===== src/rtl/instruction_memory_sync.sv =====
// ---------------------------------------------------------------------------
// instruction_memory_sync
//
// Loadable instruction memory with a registered fetch port for the IF stage.
// After reset a boot loader fills the array through the load port (LOAD
// state). After load_done, each rising edge performs a fetch (RUN state).
// A fetch has one cycle of latency. It supports freeze (stall) and flush
// (squash). A misaligned or out-of-range PC returns NOP_WORD and raises
// addr_fault.
//
// Ports
//   clk          system clock; all state changes on the rising edge
//   rst          synchronous active-high reset (memory contents retained)
//   load_en      write load_data at load_addr (accepted in LOAD only)
//   load_addr    byte address of the word being loaded
//   load_data    word to store
//   load_done    end of program load; LOAD -> RUN
//   freeze       hold all fetch outputs
//   flush        squash the fetch (NOP, instr_valid=0); overrides freeze
//   PC           fetch byte address
//   Instruction  registered fetched word
//   instr_valid  Instruction holds a real fetched word
//   addr_fault   last fetch was misaligned or out of range
//   running      1 while in RUN (also serves as the state debug view)
//   load_count   number of accepted load writes, saturating at DEPTH
//   load_error   sticky: a load write was rejected
//
// Handshake: this block has no valid/ready handshake. load_en is a one-cycle
// write strobe. It is acted on at the edge where it is sampled high, and the
// source is never back-pressured. A rejected write only sets load_error.
// ---------------------------------------------------------------------------
module instruction_memory_sync #(
    parameter int                    WORD_WIDTH    = 32,
    parameter int                    DEPTH         = 64,
    parameter int                    ADDR_WIDTH    = 32,
    parameter logic [WORD_WIDTH-1:0] NOP_WORD      = 32'hE1A00000,
    parameter bit                    LOAD_ON_RESET = 1'b1
) (
    input  logic                         clk,
    input  logic                         rst,
    input  logic                         load_en,
    input  logic [ADDR_WIDTH-1:0]        load_addr,
    input  logic [WORD_WIDTH-1:0]        load_data,
    input  logic                         load_done,
    input  logic                         freeze,
    input  logic                         flush,
    input  logic [ADDR_WIDTH-1:0]        PC,
    output logic [WORD_WIDTH-1:0]        Instruction,
    output logic                         instr_valid,
    output logic                         addr_fault,
    output logic                         running,
    output logic [$clog2(DEPTH):0]       load_count,
    output logic                         load_error
);

    localparam int CNT_W = $clog2(DEPTH) + 1;
    localparam int IDX_W = $clog2(DEPTH);

    typedef enum logic {
        ST_LOAD = 1'b0,
        ST_RUN  = 1'b1
    } state_e;

    localparam state_e RESET_STATE = LOAD_ON_RESET ? ST_LOAD : ST_RUN;

    // A word address is usable when it is word aligned and its index lies
    // inside the array. Large addresses never wrap; they simply fail.
    function automatic logic addr_ok(input logic [ADDR_WIDTH-1:0] a);
        return (a[1:0] == 2'b00) && ((a >> 2) < ADDR_WIDTH'(DEPTH));
    endfunction

    // The array is preloaded with NOP_WORD at configuration time. rst does
    // not touch it, so a program survives a reset.
    logic [WORD_WIDTH-1:0] mem_q [DEPTH] = '{default: NOP_WORD};

    state_e                state_q, state_d;
    logic [WORD_WIDTH-1:0] instr_q, instr_d;
    logic                  valid_q, valid_d;
    logic                  fault_q, fault_d;
    logic [CNT_W-1:0]      count_q, count_d;
    logic                  err_q,   err_d;
    logic                  mem_we;

    logic [IDX_W-1:0]      load_idx;
    logic [IDX_W-1:0]      pc_idx;

    assign load_idx = load_addr[IDX_W+1:2];
    assign pc_idx   = PC[IDX_W+1:2];

    always_comb begin
        state_d = state_q;
        instr_d = instr_q;
        valid_d = valid_q;
        fault_d = fault_q;
        count_d = count_q;
        err_d   = err_q;
        mem_we  = 1'b0;

        case (state_q)
            ST_LOAD: begin
                // Fetch is disabled: outputs sit at their reset values.
                instr_d = NOP_WORD;
                valid_d = 1'b0;
                fault_d = 1'b0;
                if (load_en) begin
                    if (addr_ok(load_addr)) begin
                        mem_we = 1'b1;
                        if (count_q != CNT_W'(DEPTH)) begin
                            count_d = count_q + CNT_W'(1);
                        end
                    end else begin
                        err_d = 1'b1;
                    end
                end
                // A write in the same cycle as load_done still lands.
                if (load_done) begin
                    state_d = ST_RUN;
                end
            end

            ST_RUN: begin
                if (load_en) begin
                    err_d = 1'b1;
                end
                if (flush) begin
                    instr_d = NOP_WORD;
                    valid_d = 1'b0;
                    fault_d = 1'b0;
                end else if (!freeze) begin
                    valid_d = 1'b1;
                    if (addr_ok(PC)) begin
                        instr_d = mem_q[pc_idx];
                        fault_d = 1'b0;
                    end else begin
                        instr_d = NOP_WORD;
                        fault_d = 1'b1;
                    end
                end
            end

            default: begin
                state_d = RESET_STATE;
            end
        endcase
    end

    always_ff @(posedge clk) begin
        if (rst) begin
            state_q <= RESET_STATE;
            instr_q <= NOP_WORD;
            valid_q <= 1'b0;
            fault_q <= 1'b0;
            count_q <= '0;
            err_q   <= 1'b0;
        end else begin
            state_q <= state_d;
            instr_q <= instr_d;
            valid_q <= valid_d;
            fault_q <= fault_d;
            count_q <= count_d;
            err_q   <= err_d;
        end
    end

    // Reset wins over a coincident load write.
    always_ff @(posedge clk) begin
        if (mem_we && !rst) begin
            mem_q[load_idx] <= load_data;
        end
    end

    assign Instruction = instr_q;
    assign instr_valid = valid_q;
    assign addr_fault  = fault_q;
    assign running     = (state_q == ST_RUN);
    assign load_count  = count_q;
    assign load_error  = err_q;

endmodule


===== config.mk =====
export PLATFORM = sky130hd
export DESIGN_NAME = instruction_memory_sync
export DESIGN_NICKNAME = d
export VERILOG_FILES = /design/src/rtl/instruction_memory_sync.sv
export SDC_FILE = /design/constraint.sdc
export NUM_CORES = 2
export LEC_CHECK = 0
export BUFFER_PORTS_ARGS = -buffer_cell sky130_fd_sc_hd__buf_4
export CORE_ASPECT_RATIO = 0.6
export CORE_MARGIN = 2
export CORE_UTILIZATION = 50
export CTS_BUF_LIST = sky130_fd_sc_hd__clkbuf_8 sky130_fd_sc_hd__clkbuf_16
export DETAILED_ROUTE_END_ITERATION = 8
export GPL_TIMING_DRIVEN = 0
export PLACE_DENSITY_LB_ADDON = 0.12
export SLEW_MARGIN = 5
export SYNTH_ARGS = -nofsm -noshare
export SYNTH_HDL_FRONTEND = slang
export SYNTH_SLANG_ARGS = --single-unit

===== constraint.sdc =====
create_clock -name clk -period 7.2 [get_ports clk]
set_clock_uncertainty 0.2 [all_clocks]
set_input_delay 0.72 -clock clk [delete_from_list [all_inputs] [get_ports clk]]
set_output_delay 0.72 -clock clk [all_outputs]
set_load 0.1 [all_outputs]

==> After elaboration in Yosys (flattened, before gate mapping) <==
Memories as Yosys holds them, arrays and structs flattened.
Cells that the tools add are included.
{ "classes": {"addsub": 1, "multipliers": 0, "n_div": 0, "order_cmp": 2, "n_eq_ne": 5, "n_shift": 0, "muxes": 22, "n_bitwise": 1, "n_reduce_logical": 8} }
{ "op_table": {"columns": ["operator", "count"], "rows": [
  ["32-bit 2-to-1 mux", 3],
  ["32-bit one-hot mux with 2 select lines", 1],
  ["30-bit by 7-bit less-than comparator with 1-bit output, second input constant", 2],
  ["1-bit 2-to-1 mux", 15],
  ["7-bit by 1-bit adder with 7-bit output, second input constant", 1],
  ["7-bit inequality test, second input constant", 1],
  ["2-bit inequality test, second input constant", 3],
  ["1-bit one-hot mux with 2 select lines", 3],
  ["2-bit zero test", 2],
  ["4-bit AND reduction", 1],
  ["1-bit logical AND", 3],
  ["3-bit inequality test, second input constant", 1],
  ["3-bit AND reduction", 1],
  ["1-bit zero test", 1],
  ["1-bit NOT", 1]
]} }
{ "word_totals": {"regBits": 43, "latchBits": 0, "mem_bits_rw": 2048, "mem_bits_ro": 0, "input_bits": 102, "out_inout_bits": 43, "wordCells": 46, "memories": 1} }
{ "memory_table": {"columns": ["memory", "words", "width", "rd", "rd_clocked_by_memory_dff", "wr", "line_no", "rtl"], "rows": [
  ["mem_q", 64, 32, 1, 0, 1, "74", "logic [WORD_WIDTH-1:0] mem_q [DEPTH] = '{default: NOP_WORD};"]
]} }

==> Depth between registers and ports, before layout <==
{ "logic_depth": {"depth_word": 8, "depth_mapped": 12, "mapped_depth_nobuf": 8} }

==> Worst setup path after synthesis <==
No wires, ideal clock.
{ "synth_timing": {"kind": "reg-to-reg", "start": "register state_q (netlist: running)", "end": "memory mem_q[25][0] (enable)", "setup_time_ns": 0.421, "t_arrival_ns": 3.235, "required_ns": 6.579, "path_slack_ns": 3.344, "stages_incl_launch_ff": 7, "n_path_buf": 0, "synth_period_minus_slack_ns": 3.856, "path_cell_list": "dfxtp_1 -> nor4_1 -> nand4_1 -> or2_2 -> nor2_1 -> nand2_1 -> nor2_1"} }
{ "synth_via": {"elab_chain_cells": 4} }
{ "synth_lines": {"columns": ["item", "line_no", "rtl"], "rows": [
  ["start, declared", "76", "state_e state_q, state_d;"],
  ["start signal, assigned", "156", "state_q <= state_d;"],
  ["1-bit 2-to-1 mux", "99", "case (state_q)"],
  ["1-bit logical AND", "167", "if (mem_we && !rst) begin"],
  ["1-bit 2-to-1 mux", "167", null],
  ["1-bit 2-to-1 mux (not written as such)", "168", "mem_q[load_idx] <= load_data;"],
  ["end, declared", "74", null]
]} }
No other way between the ends.

==> Worst setup path in the final report <==
{ "layout_timing": {"start": "input port flush", "end": "register instr_q[4] (netlist: Instruction[4])"} }
{ "layout_via": {"elab_chain_cells": 2, "elab_cells_between_ends": 3, "classes_between": "eq/ne: 1; mux: 2"} }
{ "layout_lines": {"columns": ["item", "line_no", "rtl"], "rows": [
  ["start, declared", "46", "input logic flush,"],
  ["32-bit 2-to-1 mux", "125", "if (flush) begin"],
  ["32-bit one-hot mux with 2 select lines", "99", null],
  ["end signal, assigned", "157", "instr_q <= instr_d;"],
  ["end, declared", "77", "logic [WORD_WIDTH-1:0] instr_q, instr_d;"]
]} }
Parallel ways exist; a longest one is shown, timed or not.
A chain may end at the register's enable or synchronous reset.

==> flow_metrics.env <==
export IMPL_outcome="finished with violations"
export IMPL_violations="capacitance limit, slew limit"
export IMPL_reg2reg_slack_ns=2.70
export IMPL_syn2layout_area_growth_pct=16.0
export IMPL_yosys_warnings=0
export IMPL_synth_edff_count=2048
export IMPL_antenna_found_initial=15
export IMPL_die_h_um=314
export IMPL_worst_ep_arrival_time_ns=5.22
export IMPL_wl_per_cell_um=48.5
export IMPL_fin_nets=4192
export IMPL_ios=145
export IMPL_syn_avg_cell_area_sq_um=22.2
export IMPL_cp_max_fo=10
export IMPL_cts_resized=0
export IMPL_cts_sinks=2091
export IMPL_cts_root_buf="clkbuf_16"
export IMPL_synthFlopType="edfxtp_1"
export IMPL_fin_crit_sh=0.648
export IMPL_setup_slack_ns=2.54
export IMPL_worst_pin_slew_ns=1.57
export IMPL_cts_buffer_depth=4
export IMPL_vias=45600
export IMPL_grt_overflow=0
export IMPL_seq_area_frac_synth=0.777
export IMPL_gp_congestion=0.924
export IMPL_routed_wl_um=309000
export IMPL_cp_start_kind="input pin"
export IMPL_end_kind="register"
export IMPL_coreArea_sq_mm=0.159
export IMPL_insertion_delay_ns=0.86
export IMPL_ys_ff_latch=2091
export IMPL_maxCapViolations=4
export IMPL_p_seq_frac=0.545
export IMPL_grt_first_pass_wirelength_um=401000
export IMPL_postSynthCellCount=3617
export IMPL_drtPass1Iterations=6
export IMPL_p_comb_frac=0.058
export IMPL_switching_power_mw=5.56
export IMPL_critical_path_class="input pin to register"
export IMPL_p_sw_frac=0.227
export IMPL_dpl_hpwl_um=209000
export IMPL_portBuffers=138
export IMPL_numCtsBuffers=192
export IMPL_totalPowerFinal_mw=24.5
export IMPL_die_w_um=521
export IMPL_num_rows=113
export IMPL_finalCriticalPeriod_ns=4.66
export IMPL_drive_gt1_frac=0.302
export IMPL_hold_viol_final=0
export IMPL_fin_util=0.586
export IMPL_power_frac_clock=0.397
export IMPL_syn_nets=3721
export IMPL_die_area_sq_mm=0.164
export IMPL_vdd_drop_max_uv=227
export IMPL_via_per_inst=7.15
export IMPL_grt_pass1_vias=41600
export IMPL_track_usage=0.378
export IMPL_initial_core_util=0.505
export IMPL_cts_repair_timing_setup_buffer_count=0
export IMPL_power_density_mw_per_mm2=263
export IMPL_place_ws_ns=2.18
export IMPL_max_freq_ghz=0.214
export IMPL_grt_max_degree=65
export IMPL_final_common_cell="edfxtp_1"
export IMPL_syn_area_sq_mm=0.0802
export IMPL_drc=0
export IMPL_synth_distinct_cells=67
export IMPL_cts_tree="done"
export IMPL_intPower_mw=18.9
export IMPL_cts_htree_levels=4
export IMPL_worst_ep_required_time_ns=7.75
export IMPL_setup_viol=0
export IMPL_rsz0062_at_grt="false"
export IMPL_relSlewSlack=-0.0464
export IMPL_clk_pin_slew_ns=0.06
export IMPL_antenna_left=0
export IMPL_slew_viol_final=33
export IMPL_p_leak_nw=29.6
export IMPL_drt_iter0_drc=10200
export IMPL_most_common_layout_cells="2048 x edfxtp_1, 522 x mux4_2, 195 x clkbuf_16"
export IMPL_ctsHoldBuffers=6
export IMPL_hold_path_class="input pin to register"
export IMPL_synth_async_reset_ratio=0
==> stage by stage <==
stage | instances | setup TNS (ns) | instance area [sq um] | hold slack, ns
2_1_floorplan | 3617 | 0 | 80200 | 0.534
3_3_place_gp | 5882 | -1003.25 | 83900 | 0.233
3_5_place_dp | 6015 | 0 | 87300 | 0.241
4_1_cts | 6360 | 0 | 93000 | 0.156
5_1_grt | 6361 | 0 | 93100 | 0.225
6_report | 6369 | 0 | 93100 | 0.192
==> cell families after synthesis <==
| logic type | synth area share |
|---|---|
| AO/OA/AOI/OAI | 0.0194 |
| AND/OR/NAND/NOR | 0.0251 |
| flip-flops | 0.777 |
| XOR/XNOR | 0.000655 |
| adder cells (fa/ha/maj) | 0.000312 |
| multiplexers | 0.162 |
| buffers and inverters | 0.0152 |
==> final timing paths <==
kind | cells after the start | endpoint | from
worst min register to register | 2 | Instruction[10]$_SDFFE_PP0P_ | Instruction[10]$_SDFFE_PP0P_
worst min-delay path | 6 | load_error$_SDFFE_PP0P_ | load_addr[16]
worst max register to register | 7 | Instruction[4]$_SDFFE_PP0P_ | running$_SDFF_PP0_
worst max-delay path | 9 | Instruction[4]$_SDFFE_PP0P_ | flush
==> synthesized netlist by cell type (11+ instances only) <==
cell       number  area (sq um)
o21ai_1        23           115
nor2b_1        29           181
clkbuf_1       57           214
a21oi_1        33           165
buf_2          70           350
nor2_1        116           435
a221oi_1       14           123
edfxtp_1     2048         61500
nor4_1         15          93.8
o2111ai_1      12           105
nand4_1        15          93.8
mux4_2        522         11800
a211oi_1       21           158
a22oi_1        17           128
nand3_1        34           170
and3_1         15          93.8
mux2i_1       112          1120
buf_1          12          45.0
buf_6          27           304
dfxtp_1        43           861
nor3_1         11          55.1
a31oi_1        25           156
o22ai_1        25           156
nand2_1       178           668
buf_4          25           188
==> power groups by stage <==
| stage | Clock (mW) | Sequential, mW | Combinational [mW] |
|---|---|---|---|
| after floorplan | 0 | 13.6 | 0.617 |
| after global routing | 10.1 | 13.3 | 1.42 |
| after detailed placement | 0 | 13.6 | 1.35 |
| after global placement | 0 | 13.6 | 1.33 |
| final | 9.72 | 13.3 | 1.41 |
| after CTS | 9.67 | 13.3 | 1.35 |
==> worst max-delay path, cell delays in order <==
cell,delay (ns)
dlygate4sd3_1,0.54
buf_4,0.13
or3b_2,0.50
nor2_1,0.15
and3_1,0.19
clkbuf_1,1.09
clkbuf_1,1.15
o2111ai_1,0.46
o21ai_1,0.25
==> sequential cells by signal (all words and copies together) (netlist names) <==
signal	flops
Instruction	32
addr_fault	1
instr_valid	1
load_count	7
load_error	1
mem_q	2048
running	1
==> metal layers <==
layer  track usage  part of all wire
met5        0.0106            0.0011
met2         0.505              0.40
met4         0.122             0.038
met3         0.171              0.18
met1         0.554              0.38
==> layout make-up <==
type / count / area, sq um
timing repair buffer: 277 / 3950
clock buffer: 206 / 5030
tap: 2127 / 2660
clock inverter: 133 / 684
antenna: 9 / 22.5
fill: 11400 / 65700
sequential: 2091 / 62400
multi-input combinational: 1322 / 17100
inverter: 7 / 26.3
buffer: 197 / 1220
Power figures use the tool's default switching activity.
